## src/rtl/processor.sv

```systemverilog
// rtl/processor.sv - multi-cycle 16-bit processor: 8 registers, mv/mvi/add/sub over a shared bus
module processor (
  input  logic        clk,
  input  logic        Resetn,
  input  logic [15:0] DIN,
  input  logic        Run,
  output logic        Done,
  output logic [15:0] BUS
);

  typedef enum logic [1:0] {T0, T1, T2, T3} step_t;

  step_t       step, step_n;
  logic [8:0]  ir;
  logic [15:0] a, g;
  logic [15:0] r [8];

  logic        ir_ld, a_ld, g_ld, r_we;
  logic [2:0]  op, x, y;

  assign op = ir[8:6];
  assign x  = ir[5:3];
  assign y  = ir[2:0];

  always_comb begin
    step_n = step;
    BUS    = 16'h0000;
    Done   = 1'b0;
    ir_ld  = 1'b0;
    a_ld   = 1'b0;
    g_ld   = 1'b0;
    r_we   = 1'b0;
    case (step)
      T0: begin
        if (Run) begin
          ir_ld  = 1'b1;
          step_n = T1;
        end
      end
      T1: begin
        case (op)
          3'b000: begin
            BUS    = r[y];
            r_we   = 1'b1;
            Done   = 1'b1;
            step_n = T0;
          end
          3'b001: begin
            BUS    = DIN;
            r_we   = 1'b1;
            Done   = 1'b1;
            step_n = T0;
          end
          3'b010, 3'b011: begin
            BUS    = r[x];
            a_ld   = 1'b1;
            step_n = T2;
          end
          default: begin
            Done   = 1'b1;
            step_n = T0;
          end
        endcase
      end
      // T2/T3 are only reachable from add or sub
      T2: begin
        BUS    = r[y];
        g_ld   = 1'b1;
        step_n = T3;
      end
      T3: begin
        BUS    = g;
        r_we   = 1'b1;
        Done   = 1'b1;
        step_n = T0;
      end
      default: step_n = T0;
    endcase
  end

  always_ff @(posedge clk or negedge Resetn) begin
    if (!Resetn) begin
      step <= T0;
      ir   <= 9'd0;
      a    <= 16'h0000;
      g    <= 16'h0000;
      for (int i = 0; i < 8; i++) r[i] <= 16'h0000;
    end else begin
      step <= step_n;
      if (ir_ld) ir <= DIN[8:0];
      if (a_ld)  a  <= BUS;
      // op[0] distinguishes sub (011) from add (010)
      if (g_ld)  g  <= op[0] ? (a - BUS) : (a + BUS);
      if (r_we)  r[x] <= BUS;
    end
  end

endmodule

```

## config.mk

```make
export PLATFORM = sky130hd
export DESIGN_NAME = processor
export DESIGN_NICKNAME = d
export VERILOG_FILES = /design/src/rtl/processor.sv
export SDC_FILE = /design/constraint.sdc
export NUM_CORES = 1
export LEC_CHECK = 0
export BUFFER_PORTS_ARGS = -buffer_cell sky130_fd_sc_hd__buf_2
export CORE_UTILIZATION = 57
export CTS_CLUSTER_SIZE = 14
export DETAILED_ROUTE_END_ITERATION = 16
export GPL_ROUTABILITY_DRIVEN = 1
export PLACE_DENSITY = 0.78
export SLEW_MARGIN = 20
export SYNTH_ARGS = -nofsm -noshare
export SYNTH_HDL_FRONTEND = slang
export SYNTH_SLANG_ARGS = --single-unit
```

## constraint.sdc

```tcl
create_clock -name clk -period 3.9 [get_ports clk]
set_input_delay 0.195 -clock clk [delete_from_list [all_inputs] [get_ports clk]]
set_output_delay 0.195 -clock clk [all_outputs]
set_load 0.05 [all_outputs]
```

==> results.md <==
* Worst Setup Start Kind: flip-flop
* Async set-or-reset flop fraction in the synthesized netlist at 1.00
* Top cells by area, synth: dfrtp_1 (43%), mux4_2 (8.9%), o21ai_0 (7.2%)
* R2R Path Start: ir[0]$_DFFE_PN0P_
* F_max at 229 MHz
* Routability cong. at 0.985
* Failing checks: negative setup slack
* Num ports at 36
* H-tree depth at 4
* Tcrit/Tclk final at 1.12
* # rows at 47
* Gr usage total at 0.340
* Worst r2r path cells at 19
* WP data required at 4220 ps
* First-pass GRT wire length at 45900 um
* Largest net degree at the start of global routing at 116
* Mapped Nets at 1009
* Area of placed instances at 11300 um^2
* Worst skew pair latency at 440 ps
* YS warnings at 0
* DR WL/cell at 22.0 um
* Place WS at -489 ps
* CTS tree: built
* WP buf/inv at 3
* Iter 0 DRT Violations at 906
* Global route overflow at 0
* Dpl hpwl at 19800 um
* Post-Route Utilization at 0.735
* Synth top area share at 0.432
* Die area at 17900 um^2
* Worst-path cell chain: buf_4 -> mux4_2 -> mux2i_1 -> o22ai_1 -> a21oi_1 -> buf_4 -> and3_4 -> nor2_2 -> xnor2_1 -> ha_2 -> o21ai_4 -> a21boi_4 -> o21ai_2 -> a21oi_2 -> o21ai_2 -> a311oi_2 -> buf_4 -> o2111a_1 -> or3_1
* Setup Skew at 9.28 ps
* # port buffers at 35
* DRC violation count after routing at 0
* Commonest cells post-synth: dfrtp_1 (171), nand2_1 (169), o21ai_0 (142)
* R2R Setup Slk at -470 ps
* Clock Pin Slew Worst Setup and Hold Paths at 70 ps
* Post-Place Cells at 1310
* Vias in the first global route at 8544
* CP delay by family, top: compound AO/OA/AOI/OAI gates
* Number of synthesized flops with an enable pin at 0
* Critical path's largest stage delay at 480 ps
* Most numerous cell in the Yosys netlist: dfrtp_1
* Critical path arrival at 4690 ps
* WL final at 29900 um
* Yosys cell types at 70
* DRT Pass-1 Iters at 6
* Worst reg2reg path endpoint: g[14]$_DFFE_PN0P_
* Initial antenna violation count at 0
* Final hold violations at 0
* Slew @ Worst Pin at 1090 ps
* Max_cap viols at 0
* Fin area at 12300 um^2
* RSZ-0062 raised after global routing: true
* Ys flop type: dfrtp_1
* Setup-failing EPs final at 7
* CP max FO at 4
* Share of cells above drive strength 1 at 0.353
* Yosys reg bits at 171
* Die width at 134 um
* Average size of a mapped cell at 10.2 um^2
* Max_slew headroom at 0.272
* Register area share after synthesis at 0.432
* ANT cells at 0
* Final WS setup at -468 ps
* Nets at 1165
* Clk Tree Root Cell: clkbuf_16
* Netlist Area Pre-Place at 9900 um^2
* Min-delay src: DIN[2]
* WS Path Type: flip-flop to flip-flop
* Max Transition Viols Final at 0
* Layout Cells excl Fill at 1362
* Vias at 8700
* Initial Util at 0.591
* Crit path top cell by count: buf_4
* DIE HEIGHT at 134 um
* Hold endpoint: ir[2]$_DFFE_PN0P_
* Max Root-Sink Buffers at 2
* Slowest CP cell: mux4_2
* Hold depth at 2
* Hold Crit Class: input port to flip-flop
* # clock sinks at 171
* Cts bufs inserted at 17
* Syn-to-layout area delta at 24.4%
* Cell taking the most area after synthesis: dfrtp_1
* CP Capture Type: flip-flop
* Via density per instance at 6.39
* Cells after Synth at 973
* Status: complete, but fails checks
* Post-route ant nets at 0
* Core region area at 16800 um^2
* Final min period at 4370 ps
what timing repair did:
item                                    4_1_cts  5_1_grt
buffers inserted                              6       12
hold buffers                                  2        0
endpoints found under the setup margin        6        9
gates resized for setup                      29       46
pin swaps                                     6       23
endpoints found under the hold margin        96        0
worst register-to-register path: stages, from the launching register on:
cell	delay (ps)
dfrtp_2	390
buf_4	140
mux4_2	480
mux2i_1	250
o22ai_1	140
a21oi_1	270
buf_4	210
and3_4	240
nor2_2	60
xnor2_1	200
ha_2	350
o21ai_4	100
a21boi_4	80
o21ai_2	170
a21oi_2	100
o21ai_2	220
a311oi_2	140
buf_4	150
o2111a_1	210
or3_1	360
stage by stage:
| stage | setup TNS, ps | hold WS, ps |
|---|---|---|
| finish | -1660 | 20.1 |
| global route | -2630 | 10.0 |
| CTS | -719 | 6.45 |
| detailed placement | -1230 | 434 |
| global placement | -672 | 422 |
| floorplan | -466 | -101 |
cells by family (layout without fill, tap and decap cells):
family          count (synthesis)  after routing  share of synthesized area
compound gates                247            247                      0.151
xor+xnor                       24             24                     0.0220
fa+ha+maj                      17             17                     0.0222
buf+inv                       104            273                     0.0471
flops                         171            171                      0.432
mux                           130            130                      0.200
simple gates                  280            280                      0.125
layer usage:
layer / wire (um) / share of wire / vias up / GRT usage
met4: 1270 / 0.042 / 0 / 0.164
met1: 11800 / 0.39 / 4271 / 0.448
li1: - / - / 3795 / -
met5: 0 / 0 / - / 0
met2: 14300 / 0.48 / 513 / 0.548
met3: 2580 / 0.086 / 121 / 0.0578
sequential cells by signal, indices dropped and copies added (netlist names), named ones only:
signal	cells
ir	9
a	16
r	128
g	16
step	1
worst max path at each step:
stage,start,cells after the start,slack [ps],endpoint
floorplan,ir[1]$_DFFE_PN0P_,18,-230,g[15]$_DFFE_PN0P_
global placement,ir[0]$_DFFE_PN0P_,18,-350,g[15]$_DFFE_PN0P_
detailed placement,ir[1]$_DFFE_PN0P_,18,-490,g[14]$_DFFE_PN0P_
CTS,ir[1]$_DFFE_PN0P_,18,-260,g[14]$_DFFE_PN0P_
global route,ir[1]$_DFFE_PN0P_,18,-600,g[14]$_DFFE_PN0P_
finish,ir[0]$_DFFE_PN0P_,19,-470,g[14]$_DFFE_PN0P_
area by class of cell:
type | instances | area (um^2)
multi-input cells | 698 | 5410
fillers | 1127 | 4450
flip-flops and latches | 171 | 4280
repair buffers | 217 | 1670
clock buffers | 23 | 468
well taps | 220 | 275
clock inverters | 9 | 113
inverters | 24 | 97.6
cells in the final DEF (no fill, tap or decap), types with 4 or more instances in the layout:
cell / Yosys / final
clkbuf_1: 52 / 4
mux2i_1: 37 / 33
o21bai_1: 4 / 4
nand3_1: 14 / 12
buf_2: 13 / 34
buf_12: 0 / 7
nor2b_1: 11 / 10
nor2_1: 39 / 31
a21o_1: 12 / 12
a22oi_1: 17 / 17
o21ai_1: 0 / 4
a21oi_1: 24 / 17
dfrtp_1: 171 / 167
xnor2_1: 16 / 15
mux2_2: 44 / 43
a31oi_1: 8 / 5
xor2_1: 7 / 7
buf_4: 8 / 167
nor3_1: 6 / 5
ha_1: 16 / 14
o21ai_0: 142 / 134
dfrtp_2: 0 / 4
mux4_2: 39 / 43
buf_6: 4 / 5
nand2_1: 169 / 166
clkbuf_16: 0 / 17
mux4_1: 8 / 4
o211ai_1: 8 / 8
nand2b_1: 12 / 12
nor2_2: 0 / 8
inv_1: 22 / 16
inv_2: 1 / 5
a21oi_2: 1 / 6
Power is left out: the tool's default activity adds up to more than one toggle a clock period on the data nets, which glitch-free logic cannot reach.
